**src/rtl/instr_fetch_queue.sv**
```systemverilog
// In-order instruction queue between the I-cache response port and decode.
// Holds fetched {pc, instr, adel} entries, presents the oldest to decode, and
// tracks outstanding fetches so responses never need back-pressure. A flush
// empties the queue and marks every in-flight response for discard.
module instr_fetch_queue #(
  parameter int unsigned DEPTH = 4
) (
  input  logic        clk,
  input  logic        resetn,
  input  logic        req_fire_i,
  output logic        req_allow_o,
  input  logic        resp_valid_i,
  input  logic [31:0] resp_pc_i,
  input  logic [31:0] resp_instr_i,
  input  logic        resp_adel_i,
  input  logic        flush_i,
  input  logic        id_ready_i,
  output logic        id_valid_o,
  output logic [31:0] id_pc_o,
  output logic [31:0] id_instr_o,
  output logic        id_adel_o
);

  localparam int unsigned AW = $clog2(DEPTH);
  localparam int unsigned CW = $clog2(DEPTH) + 1;

  logic [AW-1:0] rd_ptr_q, rd_ptr_d;
  logic [AW-1:0] wr_ptr_q, wr_ptr_d;
  logic [CW-1:0] count_q, count_d;
  logic [CW-1:0] outst_q, outst_d;
  logic [CW-1:0] discard_q, discard_d;

  logic [31:0]      pc_mem    [DEPTH];
  logic [31:0]      instr_mem [DEPTH];
  logic [DEPTH-1:0] adel_mem;

  logic empty;
  logic full;
  logic pop;
  logic accept;
  logic drop_old;

  // Handshake decode: everything here derives from registered state plus this cycle's inputs.
  always_comb begin
    empty    = (count_q == '0);
    full     = (count_q == CW'(DEPTH));
    pop      = id_ready_i & ~empty & ~flush_i;
    // A full queue can still take a response when the head leaves in the same cycle.
    accept   = resp_valid_i & (discard_q == '0) & ~flush_i & (~full | pop);
    drop_old = resp_valid_i & (discard_q != '0) & ~flush_i;
  end

  // Request gating uses only registered occupancy so a granted fetch always has a slot.
  always_comb begin
    req_allow_o = ({1'b0, count_q} + {1'b0, outst_q}) < (CW + 1)'(DEPTH);
  end

  // Head presentation: zeroed whenever the queue is empty so decode sees a clean NOP.
  always_comb begin
    id_valid_o = ~empty;
    id_pc_o    = '0;
    id_instr_o = '0;
    id_adel_o  = 1'b0;
    if (!empty) begin
      id_pc_o    = pc_mem[rd_ptr_q];
      id_instr_o = instr_mem[rd_ptr_q];
      id_adel_o  = adel_mem[rd_ptr_q];
    end
  end

  // Next-state for pointers, occupancy, outstanding and discard counters.
  always_comb begin
    rd_ptr_d  = rd_ptr_q;
    wr_ptr_d  = wr_ptr_q;
    count_d   = count_q;
    outst_d   = outst_q;
    discard_d = discard_q;

    // Outstanding follows the fetch port regardless of flush; underflow clamps at zero.
    if (req_fire_i && !resp_valid_i) begin
      outst_d = outst_q + CW'(1);
    end else if (!req_fire_i && resp_valid_i && (outst_q != '0)) begin
      outst_d = outst_q - CW'(1);
    end

    if (flush_i) begin
      rd_ptr_d = '0;
      wr_ptr_d = '0;
      count_d  = '0;
      // Every pre-flush request still in flight; a same-cycle request is new-stream.
      if (resp_valid_i) begin
        discard_d = (outst_q == '0) ? '0 : outst_q - CW'(1);
      end else begin
        discard_d = outst_q;
      end
    end else begin
      if (pop) begin
        rd_ptr_d = rd_ptr_q + AW'(1);
      end
      if (accept) begin
        wr_ptr_d = wr_ptr_q + AW'(1);
      end
      count_d = count_q + CW'(accept) - CW'(pop);
      if (drop_old) begin
        discard_d = discard_q - CW'(1);
      end
    end
  end

  // Control state register.
  always_ff @(posedge clk or negedge resetn) begin
    if (!resetn) begin
      rd_ptr_q  <= '0;
      wr_ptr_q  <= '0;
      count_q   <= '0;
      outst_q   <= '0;
      discard_q <= '0;
    end else begin
      rd_ptr_q  <= rd_ptr_d;
      wr_ptr_q  <= wr_ptr_d;
      count_q   <= count_d;
      outst_q   <= outst_d;
      discard_q <= discard_d;
    end
  end

  // Entry storage: only accepted responses are written, at the write pointer.
  always_ff @(posedge clk or negedge resetn) begin
    if (!resetn) begin
      for (int i = 0; i < DEPTH; i++) begin
        pc_mem[i]    <= '0;
        instr_mem[i] <= '0;
      end
      adel_mem <= '0;
    end else if (accept) begin
      pc_mem[wr_ptr_q]    <= resp_pc_i;
      instr_mem[wr_ptr_q] <= resp_instr_i;
      adel_mem[wr_ptr_q]  <= resp_adel_i;
    end
  end

`ifndef SYNTHESIS
  // A response with nothing outstanding means the fetch side lost track.
  a_resp_underflow: assert property (@(posedge clk) disable iff (!resetn)
    !(resp_valid_i && (outst_q == '0)));

  // A response that would be enqueued into a full queue with no pop is dropped.
  a_resp_into_full: assert property (@(posedge clk) disable iff (!resetn)
    !(resp_valid_i && full && !pop && (discard_q == '0) && !flush_i));

  // A request granted while the counter is already at its ceiling.
  a_outst_overflow: assert property (@(posedge clk) disable iff (!resetn)
    !(req_fire_i && !resp_valid_i && (outst_q == CW'(DEPTH))));

  // Discarded responses are a subset of outstanding ones.
  a_discard_bound: assert property (@(posedge clk) disable iff (!resetn)
    discard_q <= outst_q);
`endif

endmodule

```
**config.mk**
```make
export PLATFORM = sky130hd
export DESIGN_NAME = instr_fetch_queue
export DESIGN_NICKNAME = d
export VERILOG_FILES = /design/src/rtl/instr_fetch_queue.sv
export SDC_FILE = /design/constraint.sdc
export NUM_CORES = 1
export LEC_CHECK = 0
export BUFFER_PORTS_ARGS = -buffer_cell sky130_fd_sc_hd__buf_4
export CAP_MARGIN = 20
export CORE_MARGIN = 2
export CORE_UTILIZATION = 61
export CTS_BUF_LIST = sky130_fd_sc_hd__clkbuf_2 sky130_fd_sc_hd__clkbuf_4 sky130_fd_sc_hd__clkbuf_8
export DETAILED_ROUTE_END_ITERATION = 16
export PLACE_DENSITY = 0.9
export SLEW_MARGIN = 20
export SYNTH_ARGS = -nofsm -noshare
export SYNTH_HDL_FRONTEND = slang
export SYNTH_SLANG_ARGS = --single-unit
```
**constraint.sdc**
```tcl
create_clock -name clk -period 2.4 [get_ports clk]
set_input_delay 0.12 -clock clk [delete_from_list [all_inputs] [get_ports clk]]
set_output_delay 0.12 -clock clk [all_outputs]
set_load 0.005 [all_outputs]
```
* After elaboration in Yosys (flattened, before gate mapping)
Cells that the tools add are included.
** Storage, ports and cells
- Latch bits :: 0
- Bits in read-only memories :: 0
- Output and inout port bits :: 67
- Bits in writable memories :: 0
- Input port bits :: 71
- Memories :: 0
- Logic and storage cells :: 88
- Register bits :: 273
** Cells by class
- Multiplexer cells :: 29
- Shifts and indexed selects :: 0
- $add $sub $neg :: 8
- Eq/ne operators :: 1
- Reduce and logical (&&, ||, !) cells :: 16
- Bitwise operators :: 13
- Multiply operators :: 0
- Div/mod/pow operators :: 0
- Order comparisons :: 7
** Operators with widths (count)
- 128-bit bitwise mux :: 2
- 32-bit two-way mux :: 7
- 32-bit binary-select mux with 2-bit select :: 2
- 32-bit demux with 2-bit select :: 1
- 3-bit two-way mux :: 7
- 3-bit zero test :: 3
- 2-bit two-way mux :: 4
- 2-bit nonzero test :: 4
- 1-bit AND :: 7
- 3-bit >= comparator, second input constant :: 2
- 2-bit by 3-bit less-than comparator with 1-bit output, second input constant :: 2
- 2-bit inverter with 3-bit output :: 2
- 3-bit nonzero test :: 2
- 3-bit by 1-bit subtractor with 3-bit output, second input constant :: 2
- 1-bit logical AND :: 5
- 2-bit by 1-bit adder with 2-bit output, second input constant :: 2
- 3-bit by 3-bit adder with 4-bit output :: 1
- 4-bit bitwise mux :: 1
- 4-bit by 3-bit less-than comparator with 1-bit output, second input constant :: 1
- 3-bit by 1-bit adder with 3-bit output :: 1
- 3-bit by 1-bit adder with 3-bit output, second input constant :: 1
- 3-bit == test, second input constant :: 1
- 3-bit by 1-bit less-than comparator with 1-bit output, second input constant :: 1
- 1-bit two-way mux :: 3
- 7 further kinds :: 10

* Logic depth before layout (Yosys ltp)
- Depth after elaboration :: 9
- Depth in mapped cells :: 11
- Mapped depth without buffers :: 11

* Worst setup path after synthesis
Ideal clock, no wire load.
- Kind :: reg2reg
- From :: register count_q[1]
- To :: register count_q[2]
- Path slack :: 0.142 ns
- Setup time :: 0.132 ns
- Path buffers :: 0
- Stages on the path, launching flop included :: 10
- Data required time :: 2.268 ns
- Period minus slack after synthesis :: 2.258 ns
- Arrival time :: 2.126 ns
- Path through :: dfrtp_1 -> or4b_4 -> nand2_1 -> ha_1 -> inv_1 -> ha_1 -> inv_1 -> fa_1 -> xnor2_1 -> nor2_1
** Between the ends
- Longest elaborated chain between the ends :: 9
- Elaborated cells between the ends (all ways) :: 11
- Those cells by class :: 2 x add/sub; 1 x eq/ne; 1 x mux; 6 x bitwise; 1 x reduce/logical
** RTL lines
- from (decl) :: line 29 : logic [CW-1:0] count_q, count_d;
- from (signal assigned) :: line 121 : count_q <= count_d;
- 3-bit zero test :: line 45 : empty = (count_q == '0);
- 1-bit inverter :: line 47 : pop = id_ready_i & ~empty & ~flush_i;
- 1-bit AND (2 in a row) :: line 47
- 1-bit bitwise OR :: line 49 : accept = resp_valid_i & (discard_q == '0) & ~flush_i & (~full | pop);
- 1-bit AND :: line 49
- 3-bit by 1-bit adder with 3-bit output :: line 103 : count_d = count_q + CW'(accept) - CW'(pop);
- 3-bit by 1-bit subtractor with 3-bit output (*) :: line 103
- 3-bit two-way mux (*) :: line 86 : if (flush_i) begin
- net count_d[2] :: line 29
Mark *: on every way through the listed nets, which the timed path passes. The rest lies on a longest branch.
A chain may end at the register's enable or synchronous reset.

* Worst setup path after layout
- From :: register count_q[1]
- To :: output port id_pc_o[28]
** Between the ends
- Longest elaborated chain between the ends :: 2
** RTL lines
- 3-bit zero test :: line 45
- 32-bit two-way mux :: line 64 : if (!empty) begin
- to (decl) :: line 19 : output logic [31:0] id_pc_o,
No other way between the ends.

==> out/metrics.csv <==
metric,value,unit
met1_usage,35.6,%
cp_slowest_stage_delay,0.43,ns
wirelength,29.3,mm
crit_start,count_q[1]$_DFF_PN0_,
async_flop_share,100,%
cap_viol_max_count,0,
intPower,0.0112,W
synth_edf_count,0,
syn_nets,885,
r2r-start,count_q[0]$_DFF_PN0_,
hold_path_class,input pin to async pin,
rsz0062_at_grt,no,
reg2reg_depth,9,
clock_latency,0.55,ns
drc_errors,0,
cts_tree,built,
ys_dominant_reg_cell,dfrtp_1,
p_comb_share,32.6,%
slew_headroom,54.8,%
grt_pass1_wl,48.1,mm
r2r_end,count_q[2]$_DFF_PN0_,
num_rows,54,
io_pins,138,
gp_congestion,0.755,
cts.reportedPaths.clkPinSlew,0.07,ns
drt_iter0_drc,352,
swShare,28.1,%
clkSinkCount,273,
use_met2,41.5,%
reg2reg_slack,0.12,ns
grt.busiest_layer,met2,
arrival,2.19,ns
initial_core_util,62.4,%
final_layout_size_suffix_gt1_share,54.7,%
seq_area_frac_synth,50.0,%
final_area,16600,um^2
end_kind,output pin,
port_buffers,137,
grtUsageTotal,25.5,%
crit_top_cell,buf_4,
status,completed,
path_cells,"buf_4, or3_2, buf_4, and2_1, buf_4",
syn_area,13700,um^2
ys_warn_count,0,
vias,7802,
grt_pass1_vias,8756,
worstPathRequired,2.28,ns
tightest_slew,0.678,ns
final-hold-violation-count,0,
cp_max_fo,33,
fp.dieW,154,um
cts_buffers,45,
p_per_area,939,nW/um^2
num-fill-cells,1220,
max_freq,0.432,GHz
syn2layout_area_growth,21.4,%
htreeDepth,2,
p_leak,8.49,nW
root_buffer,clkbuf_8,
die_h,154,um
finalSetupViolCount,0,
cp_slowest_cell,or3_2,
min_period_over_period,96.4,%
core,21900,um^2
hold-worst-slack,0.144,ns
synth_cells,799,
pwr-share-clk,28.0,%
final_antenna_net_count,0,
finClkSkew,0.0154,ns
fin_crit,2.31,ns
grt_max_degree,83,
yosysUniqueCellTypes,40,
dpl_cell_area,14900,um^2
grt.met3_usage,4.45,%
syn_avg_cell_area,17.1,um^2
ir_drop,0.612,mV
ys_ff_latch,273,
start_kind,flop,
ctsLongestPathBuffers,3,
tns,0,ns
first_pass_iters,4,
antenna_found_initial,2,
critPathKind,flop to output pin,
dp_hpwl,17.3,mm
seq_power_share,39.4,%
grt_overflow_total,0,
slew_violations,0,
final_nets,1116,
die-area,23600,um^2
power_switching,0.00438,W
wl_per_cell,21.8,um
via_per_inst,5.81,
cells in the mapped netlist (2+ instances only):
master    count  area, um^2
mux4_2       65        1460
and2_1       65         407
xnor2_1       2        17.5
xor2_1        3        26.3
ha_1         14         175
a21oi_1       5        25.0
nor2_1        9        33.8
nand3_2       4        40.0
inv_1        11        41.3
mux2_4      200        3000
o211ai_1      2        15.0
o31a_1        2        17.5
buf_4         7        52.6
nand2b_1      3        18.8
mux2i_1       4        40.0
dfrtp_1     273        6830
buf_2         5        25.0
buf_12       24         480
nor3_1        2        10.0
clkbuf_1     16        60.1
nor2b_1       4        25.0
mux2_2       61         687
placed cells by master, fill, tap and decap left out, types with 2 or more instances in the layout:
master,Yosys,final
dfrtp_4,0,2
mux4_2,65,65
xor2_1,3,3
clkbuf_4,0,12
clkbuf_8,0,58
nor2_1,9,9
o211ai_1,2,2
o31a_1,2,2
nor3_1,2,2
and2_1,65,65
buf_4,7,146
mux2_4,200,200
clkinvlp_4,0,2
ha_1,14,14
nand3_4,0,4
diode_2,0,2
inv_1,11,11
buf_12,24,17
dfrtp_1,273,271
nand2b_1,3,3
nor2b_1,4,4
mux2_2,61,61
clkinv_2,0,5
dlygate4sd3_1,0,71
xnor2_1,2,2
mux2i_1,4,4
a21oi_1,5,5
cells by family after synthesis:
logic type	Yosys count	share of synthesized area, %
muxes	330	38.0
DFF	273	50.0
and+or+nand+nor	95	4.39
buffers and inverters	63	4.83
AOI/OAI and AO/OA	18	0.935
adders and majority gates	15	1.43
xor gates and xnor gates	5	0.321
worst max-delay path: cells and delay by family (launching register included):
kind | cells | cell delay, ns
buffers and inverters | 3 | 0.58
and+or+nand+nor | 2 | 0.66
DFF | 1 | 0.38
registers in the layout, indices dropped and copies added (netlist names):
signal	flops
instr_mem	128
pc_mem	128
adel_mem	4
count_q	3
discard_q	3
outst_q	3
rd_ptr_q	2
wr_ptr_q	2
power groups by stage:
stage | combinational (W) | clock [W] | sequential [W]
floorplan | 0.00340 | 0 | 0.00592
global placement | 0.00473 | 0 | 0.00613
detailed placement | 0.00489 | 0 | 0.00619
CTS | 0.00509 | 0.00440 | 0.00610
global route | 0.00544 | 0.00465 | 0.00623
finish | 0.00507 | 0.00436 | 0.00613
layout make-up:
| cell class | count | area [um^2] | share of cell area [%] |
|---|---|---|---|
| clock inverter | 9 | 81.3 | 0.491 |
| inverter | 11 | 41.3 | 0.249 |
| antenna | 2 | 5.00 | 0.0302 |
| timing repair buffer | 236 | 2170 | 13.1 |
| tap | 280 | 350 | 2.11 |
| multi-input combinational | 463 | 6190 | 37.4 |
| clock buffer | 70 | 888 | 5.36 |
| sequential | 273 | 6840 | 41.3 |
worst max path at each step:
stage / to / slack (ns) / cells after the start
finish: id_pc_o[28] / 0.09 / 5
global route: count_q[2]$_DFF_PN0_ / 0.02 / 9
CTS: id_pc_o[15] / 0.07 / 5
detailed placement: count_q[2]$_DFF_PN0_ / 0.09 / 9
global placement: count_q[2]$_DFF_PN0_ / 0.14 / 9
floorplan: count_q[2]$_DFF_PN0_ / 0.14 / 9
what timing repair did:
action,4_1_cts,5_1_grt
setup buffers,1,0
gates resized for setup,0,2
endpoints found under the hold margin,347,0
setup endpoints to repair,50,2
hold buffers,71,0
per-layer routing:
layer / share of wire, % / wire length, um
met5: 0 / 0
met1: 43 / 12700
met3: 4.5 / 1300
met2: 50 / 14600
met4: 2.3 / 676
per-stage QoR:
stage / utilization [%] / cells / power [W] / setup slack [ns]
after global routing: 75.7 / 1344 / 0.0163 / 0.0228
after detailed placement: 67.9 / 1191 / 0.0111 / 0.0857
after floorplan: - / 799 / 0.00932 / 0.142
after global placement: 67.9 / 1191 / 0.0109 / 0.144
after CTS: 75.7 / 1342 / 0.0156 / 0.0732
final: 75.7 / 1344 / 0.0156 / 0.0861
Note: power is estimated with default switching activity, not from simulation.
